$ cat config.mk
export PLATFORM = sky130hd
export DESIGN_NAME = cargador_trabajo
export DESIGN_NICKNAME = d
export VERILOG_FILES = /design/src/rtl/cargador_trabajo_pkg.sv /design/src/rtl/contador_ciclos.sv /design/src/rtl/cargador_trabajo.sv
export SDC_FILE = /design/constraint.sdc
export NUM_CORES = 1
export LEC_CHECK = 0
export BUFFER_PORTS_ARGS = -buffer_cell sky130_fd_sc_hd__clkbuf_2
export CAP_MARGIN = 40
export CORE_ASPECT_RATIO = 1.5
export CORE_MARGIN = 5
export CORE_UTILIZATION = 40
export DETAILED_ROUTE_END_ITERATION = 10
export GPL_ROUTABILITY_DRIVEN = 0
export PLACE_DENSITY_LB_ADDON = 0.3
export SLEW_MARGIN = 20
export SYNTH_ARGS = -nofsm -noshare
export SYNTH_HDL_FRONTEND = slang
export SYNTH_SLANG_ARGS = --single-unit
$ cat constraint.sdc
create_clock -name clk -period 19.93 [get_ports clk]
set_input_delay 5.979 -clock clk [delete_from_list [all_inputs] [get_ports clk]]
set_output_delay 5.979 -clock clk [all_outputs]
set_load 0.02 [all_outputs]
$ cat src/rtl/cargador_trabajo_pkg.sv
// Shared definitions for the work loader: state encoding, default byte
// width and frame sizing.
package cargador_trabajo_pkg;

  localparam int BYTE_DEF    = 8;
  localparam int N_DATOS_DEF = 12;
  localparam int LONG_TRAMA  = N_DATOS_DEF + 1;

  typedef enum logic [1:0] {
    LOAD   = 2'd0,
    ARM    = 2'd1,
    RUN    = 2'd2,
    RESULT = 2'd3
  } estado_t;

  // Header bytes plus the trailing target byte.
  function automatic int long_trama(input int n_datos);
    return n_datos + 1;
  endfunction

endpackage

$ cat src/rtl/contador_ciclos.sv
// Run-time cycle counter with synchronous clear, enable and a terminal
// count flag raised while the count equals MAX_CICLOS-1.
module contador_ciclos #(
  parameter int MAX_CICLOS = 65536,
  parameter int CNT_W      = 32
) (
  input  logic clk,
  input  logic rst,
  input  logic clr_i,
  input  logic en_i,
  output logic tc_o
);

  localparam logic [CNT_W-1:0] TERMINAL = CNT_W'(MAX_CICLOS - 1);

  logic [CNT_W-1:0] cnt_q, cnt_d;

  always_comb begin
    cnt_d = cnt_q;
    if (clr_i) begin
      cnt_d = '0;
    end else if (en_i) begin
      cnt_d = cnt_q + CNT_W'(1);
    end
  end

  always_ff @(posedge clk or posedge rst) begin
    if (rst) begin
      cnt_q <= '0;
    end else begin
      cnt_q <= cnt_d;
    end
  end

  assign tc_o = (cnt_q == TERMINAL);

endmodule

$ cat src/rtl/cargador_trabajo.sv
// Work loader: assembles a byte-serial header+target frame, sequences the
// mining system's reset around the job and holds the captured nonce.
module cargador_trabajo
  import cargador_trabajo_pkg::*;
#(
  parameter int BYTE       = BYTE_DEF,
  parameter int N_DATOS    = N_DATOS_DEF,
  parameter int MAX_CICLOS = 65536,
  parameter int CNT_W      = 32
) (
  input  logic                    clk,
  input  logic                    reset,
  input  logic [BYTE-1:0]         byte_in,
  input  logic                    byte_valid,
  output logic                    byte_ready,
  output logic [N_DATOS*BYTE-1:0] data_out,
  output logic [BYTE-1:0]         target_out,
  output logic                    sistema_reset,
  input  logic                    finished,
  input  logic [31:0]             nonce_in,
  output logic                    result_valid,
  input  logic                    result_ready,
  output logic [31:0]             result_nonce,
  output logic                    result_timeout,
  output logic                    busy
);

  localparam int DATA_W = N_DATOS * BYTE;
  localparam int TRAMA  = long_trama(N_DATOS);
  localparam int IDX_W  = $clog2(TRAMA + 1);
  localparam logic [IDX_W-1:0] ULTIMO = IDX_W'(N_DATOS);

  estado_t           state_q, state_d;
  logic [IDX_W-1:0]  idx_q, idx_d;
  logic [DATA_W-1:0] data_q, data_d;
  logic [BYTE-1:0]   target_q, target_d;
  logic [31:0]       nonce_q, nonce_d;
  logic              sres_q, sres_d;
  logic              rvalid_q, rvalid_d;
  logic              rto_q, rto_d;
  logic              tc;

  contador_ciclos #(
    .MAX_CICLOS(MAX_CICLOS),
    .CNT_W     (CNT_W)
  ) u_contador (
    .clk  (clk),
    .rst  (reset),
    .clr_i(state_q == ARM),
    .en_i (state_q == RUN),
    .tc_o (tc)
  );

  always_comb begin
    state_d  = state_q;
    idx_d    = idx_q;
    data_d   = data_q;
    target_d = target_q;
    nonce_d  = nonce_q;
    rvalid_d = rvalid_q;
    rto_d    = rto_q;
    case (state_q)
      LOAD: begin
        if (byte_valid) begin
          if (idx_q == ULTIMO) begin
            target_d = byte_in;
            state_d  = ARM;
          end else begin
            // Byte 0 lands in the most significant slot of the header.
            data_d[DATA_W-1-BYTE*int'(idx_q) -: BYTE] = byte_in;
            idx_d = idx_q + IDX_W'(1);
          end
        end
      end
      ARM: state_d = RUN;
      RUN: begin
        if (finished) begin
          nonce_d  = nonce_in;
          rto_d    = 1'b0;
          rvalid_d = 1'b1;
          state_d  = RESULT;
        end else if (tc) begin
          nonce_d  = nonce_in;
          rto_d    = 1'b1;
          rvalid_d = 1'b1;
          state_d  = RESULT;
        end
      end
      RESULT: begin
        if (result_ready) begin
          rvalid_d = 1'b0;
          idx_d    = '0;
          state_d  = LOAD;
        end
      end
      default: state_d = LOAD;
    endcase
    // The system leaves reset only from the second RUN cycle on, and is
    // frozen again on the same edge that captures the result.
    sres_d = !((state_q == RUN) && (state_d == RUN));
  end

  always_ff @(posedge clk or posedge reset) begin
    if (reset) begin
      state_q  <= LOAD;
      idx_q    <= '0;
      data_q   <= '0;
      target_q <= '0;
      nonce_q  <= '0;
      sres_q   <= 1'b1;
      rvalid_q <= 1'b0;
      rto_q    <= 1'b0;
    end else begin
      state_q  <= state_d;
      idx_q    <= idx_d;
      data_q   <= data_d;
      target_q <= target_d;
      nonce_q  <= nonce_d;
      sres_q   <= sres_d;
      rvalid_q <= rvalid_d;
      rto_q    <= rto_d;
    end
  end

  assign byte_ready     = (state_q == LOAD);
  assign busy           = (state_q != LOAD);
  assign data_out       = data_q;
  assign target_out     = target_q;
  assign sistema_reset  = sres_q;
  assign result_valid   = rvalid_q;
  assign result_nonce   = nonce_q;
  assign result_timeout = rto_q;

endmodule

==> results.ini <==
[run_status]
status=finished clean

[logic_synthesis]
async_reset_ff_share_pct=100
yosys_warnings=0
mappedNetlistArea_um2=8380
ys_types=52
yosysTopAreaCellShare_pct=52.5
ys.flop_type=dfrtp_1
synth_edf_count=0
synth_most_common_cell=dfrtp_1
yosys-top-cells-area=dfrtp_1 53%, mux2_2 13%, nand4_1 3.6%
postSynthCellCount=765
synth.ff_latch_count=177
syn_nets=819
synth.avg_cell_area_um2=11.0
synth_top_cell_by_area=dfrtp_1
synth_common_cells=176 x dfrtp_1, 96 x mux2_2, 53 x nand2_1
ys_seq_area_share_pct=52.8

[clock_network]
cts_made_buffers=17
clockBufferDepth=2
clkTransAtPathRegs_ns=0.06
postCtsSetupBuffers=0
ctsResizeCount=0
cts-root-buf=clkbuf_16
htreeDepth=4
holdBufCountCts=0
cts_tree=built
clock-sinks=177
clk_latency_ns=0.43

[hold_path]
holdPathStages=2
min_path_type=flip-flop to flip-flop
worstHoldStart=target_out[7]$_DFFE_PP0P_

[detailed_routing]
ant_nets=0
firstDrtPassIters=5
vias_per_cell=5.47
dr.first_iter.drc_count=297
drc_errors=0
routedWlPerCell_um=17.8
vias=6559
wirelength_um=21400

[worst_setup_path]
critPathKind=flip-flop to output pin
cp_cell_sequence=inv_1, ha_1, inv_1, clkbuf_2
crit_top_cell=inv_1
rr_worst_depth=5
cp.arrival_ns=1.65
critPathMaxStageDelay_ns=0.41
cp-start-kind=flip-flop
crit_fanout=7
startpoint=state_q[0]$_DFF_PP0_
slowest_stage=dfrtp_1
worstPathRequired_ns=13.95
timing.rr.start=idx_q[2]$_DFFE_PP0P_
path_depth=4
cp_top_family=buffers and inverters
crit_buf_inv=3
endpoint_kind=output pin

[placed_design]
dpl.hpwl_um=15300
place_ws_ns=12.18
place_area_um2=9560
numPortBuffers=185

[global_route]
grt.met1_usage_pct=21.5
antenna_found_initial=1
grtUsageMet3_pct=4.63
gr-total-overflow=0
grt_use_met2_pct=30.1
grt_util_all_layers_pct=17.9
grt_first_pass_wirelength_um=34400
grt_busiest_layer=met2
grt_pass1_vias=6371
grt_max_degree=69

[power]
power_mw=1.46
power_leakage_nw=4.83
peakVddDrop_v=0.0000650
pwr_density_cell_nw_per_um2=144

[finish]
nNetsFinal=973
seq_area_um2=4430
diodes=0
multi_input_area_um2=3580
fillers=1979
final_area_um2=10100
fin_util_pct=48.7
syn_to_final_growth_pct=20.9
drive_gt1_share_pct=36.1

[floorplanning]
die-width_um=128
die_area_um2=24000
io_pins=186
num_rows=65
die_h_um=187
start_util_pct=40.3
coreArea_um2=20800

[timing]
fin_crit_ns=7.63
fin_crit_sh_pct=38.3
drv_slew=0
setup-tns-final_ns=0
fin_worst_skew_ns=0.0104
finalSetupViolCount=0
hold_viol_final=0
fmaxAchievable_ghz=0.131
tightest_slew_ns=0.682
relSlewSlack_pct=54.4
grt_setup_unrepaired=no
fin_ws_ns=12.30

[job]
cap_violations=0

## through the flow
step / hold WS, ns / instances
2_1_floorplan: 0.486 / 765
3_3_place_gp: 0.462 / 1164
3_5_place_dp: 0.476 / 1168
4_1_cts: 0.491 / 1200
5_1_grt: 0.516 / 1200
6_report: 0.486 / 1200
## layout make-up
class / instances / area share, %
flip-flops and latches: 177 / 43.7
multi-input cells: 486 / 35.3
repair buffers: 194 / 10.3
clock buffers: 24 / 4.65
well taps: 268 / 3.31
inverters: 43 / 1.64
clock inverters: 8 / 1.04
## per-layer routing
layer	vias to the layer above	share of wire (%)
li1	3108	-
met3	39	6.0
met2	178	51
met1	3232	40
met4	2	3.0
met5	-	0.094
## sequential cells by signal (all words and copies together) (netlist names)
name              count
idx_q                 4
result_valid          1
sistema_reset         1
result_timeout        1
data_out             96
result_nonce         32
u_contador.cnt_q     32
state_q               2
target_out            8
## power by group
| group | switching, mW | internal, mW |
|---|---|---|
| clock network | 0.137 | 0.192 |
| registers | 0.0813 | 0.476 |
| logic | 0.354 | 0.222 |
| total | 0.572 | 0.890 |
## worst paths after layout
path | to | slack (ns)
max | busy | 12.30
min in group asynchronous | data_out[93]$_DFFE_PP0P_ | 5.59
min reg2reg | target_out[7]$_DFFE_PP0P_ | 0.49
max in group asynchronous | sistema_reset$_DFF_PP1_ | 12.89
min | target_out[7]$_DFFE_PP0P_ | 0.49
max reg2reg | data_out[52]$_DFFE_PP0P_ | 17.05
## worst register-to-register path: stages (launching register included)
cell     delay [ns]
dfrtp_1        0.53
ha_1           0.77
nand2_1        0.10
or4_1          0.57
nor2_2         0.41
mux2_2         0.39
## kinds of logic after synthesis
logic type,share of synthesized area (%)
xor+xnor,0.731
compound gates,11.6
buf+inv,4.73
flops,52.8
simple gates,15.6
fa+ha+maj,1.34
mux,13.1
## layout by cell type, fill, tap and decap left out, types with 3 or more instances in the layout
cell type	count
clkbuf_16	17
nor2_2	7
a21oi_1	19
inv_1	42
a31oi_1	5
ha_1	8
and2_1	5
nand2b_1	3
nand2_1	53
o311ai_0	30
o211ai_1	3
o31ai_1	9
buf_4	5
or3_1	9
nor2b_1	9
xor2_1	5
clkinvlp_4	3
nand4_1	48
dfrtp_1	176
clkbuf_1	5
and4_1	6
o311ai_1	3
clkbuf_2	185
o41ai_1	3
nor3_1	4
o21a_1	31
nor2_1	12
nand3_1	46
o21ai_0	21
mux2_2	96
nor4_1	4
or4_1	8
and3_1	13
No activity file was read; power rests on OpenSTA's default activity.
